**src/rtl/vending_pkg.sv**
```systemverilog
// Shared coin encodings, FSM state type and coin valuation for the vending FSM family.
package vending_pkg;

  localparam logic [1:0] COIN_NONE = 2'b00;
  localparam logic [1:0] COIN_5    = 2'b01;
  localparam logic [1:0] COIN_10   = 2'b10;
  localparam logic [1:0] COIN_25   = 2'b11;

  typedef enum logic [1:0] {
    IDLE   = 2'b00,
    CREDIT = 2'b01,
    VEND   = 2'b10,
    CHANGE = 2'b11
  } state_t;

  function automatic logic [4:0] coin_value(input logic [1:0] coin);
    case (coin)
      COIN_5:  return 5'd5;
      COIN_10: return 5'd10;
      COIN_25: return 5'd25;
      default: return 5'd0;
    endcase
  endfunction

endpackage

```
**src/rtl/vending_change_gen.sv**
```systemverilog
// Loadable down-counter that pays out an amount as 10c/5c coins, one per step.
module vending_change_gen
  import vending_pkg::*;
#(
  parameter int W = 6
) (
  input  logic         clk,
  input  logic         reset,
  input  logic         i_load,
  input  logic [W-1:0] i_load_value,
  input  logic         i_step,
  output logic [1:0]   o_coin,
  output logic [W-1:0] o_remain,
  output logic         o_done
);

  localparam logic [W-1:0] TEN  = W'(10);
  localparam logic [W-1:0] FIVE = W'(5);

  logic [W-1:0] r_remain;
  logic [1:0]   r_coin;

  // Amounts are always multiples of 5, so the 5c branch never underflows.
  always_ff @(posedge clk) begin
    if (reset) begin
      r_remain <= '0;
      r_coin   <= COIN_NONE;
    end else if (i_load) begin
      r_remain <= i_load_value;
      r_coin   <= COIN_NONE;
    end else if (i_step && (r_remain != '0)) begin
      if (r_remain >= TEN) begin
        r_remain <= r_remain - TEN;
        r_coin   <= COIN_10;
      end else begin
        r_remain <= r_remain - FIVE;
        r_coin   <= COIN_5;
      end
    end else begin
      r_coin <= COIN_NONE;
    end
  end

  assign o_coin   = r_coin;
  assign o_remain = r_remain;
  assign o_done   = (r_remain == '0);

endmodule

```
**src/rtl/vending_change_fsm.sv**
```systemverilog
// Coin-accepting vending controller: configurable price, cancel/refund, change paid one coin per cycle.
module vending_change_fsm
  import vending_pkg::*;
#(
  parameter int PRICE    = 15,
  parameter int CREDIT_W = 6
) (
  input  logic                clk,
  input  logic                reset,
  input  logic [1:0]          coin,
  input  logic                cancel,
  output logic                dispense,
  output logic [1:0]          change_coin,
  output logic                coin_reject,
  output logic [CREDIT_W-1:0] credit,
  output logic                busy
);

  localparam logic [CREDIT_W-1:0] PRICE_C = CREDIT_W'(PRICE);

  state_t              r_state;
  logic [CREDIT_W-1:0] r_credit;
  logic                r_dispense;
  logic                r_coin_reject;

  logic [CREDIT_W-1:0] w_credit_sum;
  logic [CREDIT_W-1:0] w_remainder;
  logic                w_coin_valid;
  logic                w_load;
  logic [CREDIT_W-1:0] w_load_value;
  logic                w_step;
  logic [1:0]          w_chg_coin;
  logic [CREDIT_W-1:0] w_chg_remain;
  logic                w_chg_done;

  assign w_coin_valid = (coin != COIN_NONE);
  assign w_credit_sum = r_credit + CREDIT_W'(coin_value(coin));
  assign w_remainder  = r_credit - PRICE_C;

  // The change generator takes over the balance on a refund or an overpaid vend.
  assign w_load       = ((r_state == CREDIT) && cancel) ||
                        ((r_state == VEND) && (w_remainder != '0));
  assign w_load_value = (r_state == VEND) ? w_remainder : r_credit;
  assign w_step       = (r_state == CHANGE);

  vending_change_gen #(
    .W (CREDIT_W)
  ) u_change_gen (
    .clk          (clk),
    .reset        (reset),
    .i_load       (w_load),
    .i_load_value (w_load_value),
    .i_step       (w_step),
    .o_coin       (w_chg_coin),
    .o_remain     (w_chg_remain),
    .o_done       (w_chg_done)
  );

  always_ff @(posedge clk) begin
    if (reset) begin
      r_state       <= IDLE;
      r_credit      <= '0;
      r_dispense    <= 1'b0;
      r_coin_reject <= 1'b0;
    end else begin
      r_dispense    <= 1'b0;
      r_coin_reject <= 1'b0;
      case (r_state)
        IDLE, CREDIT: begin
          if (cancel) begin
            r_coin_reject <= w_coin_valid;
            if (r_state == CREDIT) begin
              r_state  <= CHANGE;
              r_credit <= '0;
            end
          end else if (w_coin_valid) begin
            r_credit <= w_credit_sum;
            if (w_credit_sum >= PRICE_C) begin
              r_state    <= VEND;
              r_dispense <= 1'b1;
            end else begin
              r_state <= CREDIT;
            end
          end
        end
        VEND: begin
          r_coin_reject <= w_coin_valid;
          r_credit      <= '0;
          r_state       <= (w_remainder == '0) ? IDLE : CHANGE;
        end
        CHANGE: begin
          r_coin_reject <= w_coin_valid;
          if (w_chg_done) begin
            r_state <= IDLE;
          end
        end
        default: r_state <= IDLE;
      endcase
    end
  end

  // While paying out, the visible credit is the balance still owed.
  assign credit      = (r_state == CHANGE) ? w_chg_remain : r_credit;
  assign dispense    = r_dispense;
  assign change_coin = w_chg_coin;
  assign coin_reject = r_coin_reject;
  assign busy        = (r_state == VEND) || (r_state == CHANGE);

endmodule

```
**config.mk**
```make
export PLATFORM = sky130hd
export DESIGN_NAME = vending_change_fsm
export DESIGN_NICKNAME = d
export VERILOG_FILES = /design/src/rtl/vending_pkg.sv /design/src/rtl/vending_change_gen.sv /design/src/rtl/vending_change_fsm.sv
export SDC_FILE = /design/constraint.sdc
export NUM_CORES = 1
export LEC_CHECK = 0
export CORE_AREA = 3 3 42 81
export DETAILED_ROUTE_END_ITERATION = 16
export DIE_AREA = 0 0 45 84
export GPL_ROUTABILITY_DRIVEN = 0
export PLACE_DENSITY = 0.81
export REMOVE_ABC_BUFFERS = 1
export SYNTH_ARGS = -nofsm -noshare
export SYNTH_HDL_FRONTEND = slang
export SYNTH_SLANG_ARGS = --single-unit
```
**constraint.sdc**
```tcl
create_clock -name clk -period 5.4 [get_ports clk]
set_input_delay 1.08 -clock clk [delete_from_list [all_inputs] [get_ports clk]]
set_output_delay 1.08 -clock clk [all_outputs]
set_load 0.1 [all_outputs]
```
# Yosys cells after proc, flatten, opt, wreduce, memory -nomap -nowiden
# Index checks and enable logic that the tools add are counted.
# W data, S select, Z words.
[word_totals]
ff_bits = 18
in_bits = 5
output_inout_bits = 11
word_cells = 64
[op_classes]
n_addsub = 4
order_cmp = 2
n_eq_ne = 9
n_mux = 21
bitwise = 3
reduce_logical = 19
[ops]
columns = ["operator", "n"]
rows = [
  ["$mux W6", 8],
  ["$pmux W5 S3", 1],
  ["$mux W2", 7],
  ["$ge A6 B4 Y1 const B", 2],
  ["$logic_not A6 Y1", 2],
  ["$pmux W6 S2", 1],
  ["$reduce_bool A6 Y1", 2],
  ["$sub A6 B4 Y6 const B", 2],
  ["$eq A2 B2 Y1 const B", 4],
  ["$add A6 B5 Y6", 1],
  ["$ne A3 B3 Y1 const B", 2],
  ["$pmux W2 S3", 1],
  ["$reduce_and A3 Y1", 2],
  ["$reduce_bool A2 Y1", 3],
  ["$sub A6 B3 Y6 const B", 1],
  ["$eq A2 B1 Y1 const B", 2],
  ["$reduce_or A2 Y1", 2],
  ["$reduce_or A4 Y1", 1],
  ["$logic_and A1 B1 Y1", 3],
  ["$not A1 Y1", 3],
  ["$reduce_or A3 Y1", 1],
  ["$logic_not A2 Y1", 1],
  ["$logic_or A1 B1 Y1", 2],
  ["$mux W1", 2],
  ["other kinds (2)", 2],
]

# Longest topological paths before layout
# Gate-level depths: netlist of run 1.
[logic_depth]
depth_word = 8
mapped_depth = 8
mapped_depth_nobuf = 7

# Cells and area by module
# A second synthesis of run 1 with hierarchy kept.
[unflattened]
cells_unflattened = 179
area_unflattened_um2 = 1500.2
[by_module_without_submodules]
columns = ["module", "instances", "cells_per_inst", "area_per_inst_um2", "seq_area_each_um2"]
rows = [
  ["vending_change_fsm", 1, 107, 888.4, 200.2],
  ["vending_change_gen", 1, 72, 611.8, 160.2],
]

# Worst setup path before layout of run 1
# OpenSTA, ideal clock, no wires.
[synth_path]
kind = "reg-to-output"
startpoint = "reg r_state[1]"
endpoint = "out credit[4]"
arrival_ns = 2.844
t_required_ns = 4.320
slack_ns = 1.476
stages_incl_launch_ff = 5
path_buffers = 2
cell_sequence = "dfxtp_1 buf_4 and2_0 buf_2 o21ai_0"
[synth_via]
elab_chain_cells = 2
[synth_lines]
columns = ["element", "line_no", "rtl"]
rows = [
  ["start, declared", "vending_change_fsm.sv:21", "state_t r_state;"],
  ["start signal, assigned", "vending_change_fsm.sv:89", "r_state <= (w_remainder == '0) ? IDLE : CHANGE;"],
  ["$eq A2 B2 Y1", "vending_change_fsm.sv:103", "assign credit = (r_state == CHANGE) ? w_chg_remain : r_credit;"],
  ["$mux W6", "vending_change_fsm.sv:103", ""],
  ["end, declared", "vending_change_fsm.sv:15", "output logic [CREDIT_W-1:0] credit,"],
]
# Every way passes these cells.

# Final worst setup path of run 1
# Same ends and word-level chain as after synthesis.

==> results.sh, run 1 <==
export IMPL_status="finished, final reports clean"
export IMPL_routedWlPerCell_um=16.0
export IMPL_intPower_uw=398
export IMPL_drv_cap=0
export IMPL_tightest_slew_ns=0.976
export IMPL_drv_slew=0
export IMPL_worstSetupStartpointType="flop"
export IMPL_synth_area_um2=1510
export IMPL_timing_slew_headroom_pct=34.7
export IMPL_post_route_period_util_pct=68.0
export IMPL_worst_slack_ns=1.73
export IMPL_final_hold_viol_count=0
export IMPL_hold_depth=2
export IMPL_synth_area_leaders="dfxtp_1 (24%), ha_1 (11%), o21ai_0 (5.0%)"
export IMPL_nets=215
export IMPL_vias=1398
export IMPL_clock_skew_ns=0.00534
export IMPL_n_fill_cell=276
export IMPL_regArea_um2=360
export IMPL_cts_setup_buffers=0
export IMPL_rsz0062_at_grt="no"
export IMPL_drc=0
export IMPL_clock_sinks=18
export IMPL_fin_crit_ns=3.67
export IMPL_yosysWarnings=0
export IMPL_numCtsBuffers=3
export IMPL_path_max_fanout=11
export IMPL_worst_setup_path_type="reg -> out"
export IMPL_first_pass_iters=4
export IMPL_avgSynthCellArea_um2=8.02
export IMPL_grt_max_degree=20
export IMPL_antenna_found_initial=0
export IMPL_vdd_drop_max_mv=0.267
export IMPL_drive_above_1_share_pct=6.15
export IMPL_required_ns=4.32
export IMPL_portBuffers=15
export IMPL_hold_buffers=0
export IMPL_core_area_um2=2840
export IMPL_chipWidth_um=45
export IMPL_dp_hpwl_mm=2.82
export IMPL_die_area_um2=3780
export IMPL_seqPwrFrac_pct=26.3
export IMPL_start_util_pct=53.1
export IMPL_rows=27
export IMPL_grt_pass1_vias=1394
export IMPL_finalSetupViolations=0
export IMPL_synth_distinct_cells=51
export IMPL_hp_start="u_change_gen.o_remain[0]"
export IMPL_clk_pin_slew_worst_paths_ns=0.07
export IMPL_final_setup_tns_ns=0
export IMPL_ios=16
export IMPL_ys_seq_area_share_pct=23.9
export IMPL_p_switching_uw=412
export IMPL_clock_path_buffers=2
export IMPL_synth_top_area_share_pct=23.9
export IMPL_arrival_ns=2.59
export IMPL_reg2reg_depth=6
export IMPL_sw_frac_of_total_pct=50.9
export IMPL_hold_end="u_change_gen.o_remain[0]"
export IMPL_cts_tree="built"
export IMPL_pre_cts_ws_ns=1.86
export IMPL_combPwrFrac_pct=59.8
export IMPL_multi_input_area_um2=1040
export IMPL_overflow=0
export IMPL_reg2reg_from="u_change_gen.o_remain[1]"
export IMPL_grt_usage_pct=21.1
export IMPL_area_growth_pct=11.5
export IMPL_clk_latency_ns=0.26
export IMPL_cts_resized=0
export IMPL_synth_area_leader_cell="dfxtp_1"
export IMPL_synth_seq_cells=18
export IMPL_antenna_cells=0
export IMPL_r2r_end="u_change_gen.o_remain[5]"
export IMPL_p_leak_nw=0.658
export IMPL_fmax_mhz=272
export IMPL_total_power_uw=810
export IMPL_r2r_setup_slack_ns=3.16
export IMPL_htree_levels=1
export IMPL_root_buffer="clkbuf_8"
export IMPL_drt_total_wl_mm=3.59
export IMPL_crit_path_end_kind="output port"
export IMPL_drtIter0Drc=46
export IMPL_vias_per_cell=6.24
export IMPL_hp_class="reg -> reg"
export IMPL_grt_pass1_wl_mm=6.27
export IMPL_die_y_um=84
export IMPL_drtAntennaViolNets=0
export IMPL_layout_common_cells="nand2_1 (18), dfxtp_1 (18), nor2_1 (16)"
export IMPL_synth_cells=188
export IMPL_power_per_cell_area_nw_per_um2=482
export IMPL_p_clk_share_pct=13.9
==> sequential cells by signal (all words and copies together), names as in the netlist <==
signal / flops
r_credit: 6
r_state: 2
dispense: 1
u_change_gen.o_remain: 6
u_change_gen.o_coin: 2
coin_reject: 1
==> cells by family (layout without fill, tap and decap cells) <==
logic type	count (synthesis)	after routing	synth area share [%]
muxes	4	4	2.99
buffers and inverters	21	28	6.80
AOI/OAI and AO/OA	55	55	25.8
and+or+nand+nor	67	67	23.2
xor gates and xnor gates	9	9	5.23
adders and majority gates	14	14	12.1
DFF	18	18	23.9
==> power by group through the flow <==
stage / registers, mW / logic (mW) / clock network [mW]
floorplan: 0.251 / 0.334 / 0
global placement: 0.213 / 0.469 / 0
detailed placement: 0.215 / 0.483 / 0
CTS: 0.211 / 0.486 / 0.114
global route: 0.220 / 0.529 / 0.119
finish: 0.213 / 0.484 / 0.113
==> critical path, cell delays in order (launching register included) <==
cell and delay, ns:
dfxtp_1 0.51, and2_0 0.46, nand2_1 0.12, o21ai_0 0.09
clkdlybuf4s50_1 1.15
==> cells in the mapped netlist, drive strengths merged <==
cell	number
ha	13
and3b	1
clkbuf	6
o21ai	18
o41ai	1
nand3	3
nor2b	3
inv	9
o211ai	1
a31oi	4
a22oi	6
nor4b	1
a21o	2
o2111ai	2
o21ba	1
mux2	1
nor4	1
fa	1
nor3	7
or3	1
o31ai	1
xnor2	7
o21a	1
a211o	1
mux2i	3
o22ai	1
xor2	2
nand2	18
and3	2
or4b	2
a2111oi	1
a21oi	7
or2	2
nor2	16
a211oi	6
nor3b	5
a311oi	2
nand2b	2
and2	3
dfxtp	18
buf	6
==> stage by stage <==
step                instance area [um2]  hold slack [ns]  utilization (%)  cells
floorplan                          1440            0.531                -    176
global placement                   1630            0.586             57.3    220
detailed placement                 1630            0.589             57.3    220
CTS                                1680            0.613             59.2    224
global route                       1680            0.664             59.2    224
finish                             1680            0.616             59.2    224
==> how the worst max path moves through the flow <==
stage,to,slack [ns],startpoint,depth (start not counted)
floorplan,credit[0],0.77,r_state[1],2
global placement,dispense,1.95,coin[1],8
detailed placement,r_state[1],1.86,coin[1],8
CTS,credit[4],1.73,r_state[1],4
global route,credit[4],1.59,r_state[1],4
finish,credit[4],1.73,r_state[1],4
==> area by class of cell <==
type	count	share of cell area, %
multi-input cells	149	62.2
repair buffers	15	8.94
clock buffers	4	3.28
well taps	29	2.16
inverters	9	2.01
flip-flops and latches	18	21.4
==> layer usage <==
layer,GRT usage [%],share of wire (%),vias up
met1,21.6,39,666
met2,39.4,56,32
li1,-,-,690
met5,0,0,-
met3,2.59,2.5,10
met4,8.27,2.4,0
(Power assumes the default switching activity.)
==> run 2: changes to the inputs <==
- CORE_AREA: 3 3 42 81 -> 3 3 43 83
- DIE_AREA: 0 0 45 84 -> 0 0 46 86
- PLACE_DENSITY: 0.81 -> 0.8
- clock period: 5.4 -> 3.05 ns (I/O delays scaled with it)
==> run 2 against run 1 <==
Effect of this change:
- via count shrank 1.3%
- critical path type is now in -> reg
- clock power grew 80%
- wire length is the same
==> results.sh, run 2 (same netlist as run 1, synthesis figures left out) <==
export IMPL_reg2reg_depth=6
export IMPL_status="finished, final reports clean"
export IMPL_die_area_um2=3960
export IMPL_clock_skew_ns=0.00265
export IMPL_clk_latency_ns=0.26
export IMPL_hp_start="u_change_gen.o_remain[0]"
export IMPL_r2r_end="u_change_gen.o_remain[5]"
export IMPL_hold_end="u_change_gen.o_remain[0]"
export IMPL_overflow=0
export IMPL_fin_crit_ns=2.74
export IMPL_drv_slew=0
export IMPL_portBuffers=15
export IMPL_worst_setup_path_type="in -> reg"
export IMPL_gr_max_usage_layer="met2"
export IMPL_vdd_drop_max_mv=0.461
export IMPL_grt_pass1_wl_mm=5.83
export IMPL_cts_resized=0
export IMPL_vias=1380
export IMPL_numCtsBuffers=3
export IMPL_grt_pass1_vias=1364
export IMPL_antenna_found_initial=0
export IMPL_cts_tree="built"
export IMPL_root_buffer="clkbuf_8"
export IMPL_clk_pin_slew_worst_paths_ns=0.07
export IMPL_grt_util_met3_pct=2.10
export IMPL_post_route_period_util_pct=89.9
export IMPL_cts_setup_buffers=0
export IMPL_timing_slew_headroom_pct=57.5
export IMPL_rsz0062_at_grt="no"
export IMPL_antenna_cells=0
export IMPL_worst_slack_ns=0.308
export IMPL_vias_per_cell=6.05
export IMPL_utilization_pct=55.6
export IMPL_arrival_ns=2.89
export IMPL_final_hold_viol_count=0
export IMPL_htree_levels=1
export IMPL_n_fill_cell=301
export IMPL_crit_path_end_kind="flop"
export IMPL_grt_max_degree=20
export IMPL_r2r_setup_slack_ns=0.86
export IMPL_dp_hpwl_mm=2.79
export IMPL_path_max_fanout=6
export IMPL_tightest_slew_ns=0.632
export IMPL_start_util_pct=50.0
export IMPL_chipWidth_um=46
export IMPL_power_per_cell_area_nw_per_um2=854
export IMPL_reg2reg_from="u_change_gen.o_remain[1]"
export IMPL_worstSetupStartpointType="primary input"
export IMPL_clock_sinks=18
export IMPL_pre_cts_ws_ns=0.0692
export IMPL_grtUsageMet2_pct=37.3
export IMPL_clock_path_buffers=2
export IMPL_first_pass_iters=4
export IMPL_routedWlPerCell_um=15.8
export IMPL_drc=0
export IMPL_rows=28
export IMPL_use_met1_pct=17.9
export IMPL_grt_usage_pct=19.8
export IMPL_hp_class="reg -> reg"
export IMPL_drtAntennaViolNets=0
export IMPL_hold_buffers=0
export IMPL_die_y_um=86
export IMPL_drtIter0Drc=23
export IMPL_nets=218
export IMPL_area_growth_pct=11.2
export IMPL_finalSetupViolations=0
export IMPL_layout_common_cells="nand2_1 (18), dfxtp_1 (18), nor2_1 (16)"
export IMPL_required_ns=3.20
export IMPL_fmax_mhz=365
export IMPL_drive_above_1_share_pct=13.1
export IMPL_hold_depth=2
export IMPL_ios=16
export IMPL_drv_cap=0
export IMPL_regArea_um2=360
export IMPL_drt_total_wl_mm=3.59
export IMPL_multi_input_area_um2=1040
export IMPL_core_area_um2=3010
export IMPL_p_leak_nw=0.692
run 2: cell types whose count changed in the layout (fill, tap and decap cells not counted), sizes merged:
cell and change:
buf +14, clkdlybuf4s50 -11
run 2: worst max-delay path: stages:
cell,delay [ns]
clkdlybuf4s50_1,0.56
nor2b_1,0.26
ha_1,0.27
a211oi_1,0.36
or4b_1,0.17
o2111ai_1,0.15
a211oi_1,0.28
buf_4,0.17
o41ai_1,0.06
run 2: worst max-delay path by stage:
stage                  to  cells after the start  slack (ns)        from
5_1_grt        r_state[1]                      9        0.11     coin[1]
2_1_floorplan   credit[0]                      2       -1.11  r_state[1]
4_1_cts        r_state[1]                      9        0.36     coin[1]
3_3_place_gp   r_state[1]                      9        0.17     coin[1]
3_5_place_dp   r_state[1]                      9        0.07     coin[1]
6_report       r_state[1]                      9        0.31     coin[1]
run 2: metal layers:
metal | vias up | share of wire [%]
met4 | 0 | 2.8
met3 | 8 | 2.3
li1 | 694 | -
met2 | 29 | 58
met1 | 649 | 37
met5 | - | 0
run 2: report_power, final:
part	switching, mW	internal, mW	leakage, nW	total (mW)
clock	0.0875	0.115	0.0288	0.203
combinational	0.553	0.301	0.516	0.854
sequential	0.0888	0.287	0.147	0.376
total	0.729	0.703	0.692	1.43
run 2: final cells by class:
class | count | area share (%)
clock buffers | 4 | 3.28
inverters | 9 | 2.01
multi-input cells | 149 | 62.3
flip-flops and latches | 18 | 21.5
well taps | 30 | 2.24
repair buffers | 18 | 8.66
run 2: through the flow:
step	hold slack (ns)	instance area (um2)	TNS, ns	total power, mW	std cells
2_1_floorplan	0.531	1440	-6.18	1.04	176
3_3_place_gp	0.593	1620	0	1.22	224
3_5_place_dp	0.598	1620	0	1.23	224
4_1_cts	0.621	1680	0	1.44	228
5_1_grt	0.659	1680	0	1.53	228
6_report	0.620	1680	0	1.43	228
==> run 3: changes to the inputs <==
- SKIP_LAST_GASP: not set -> 1
- SLEW_MARGIN: not set -> 20
==> results of run 3 <==
Same layout as run 2: the final DEF is identical, and so are final timing and power.
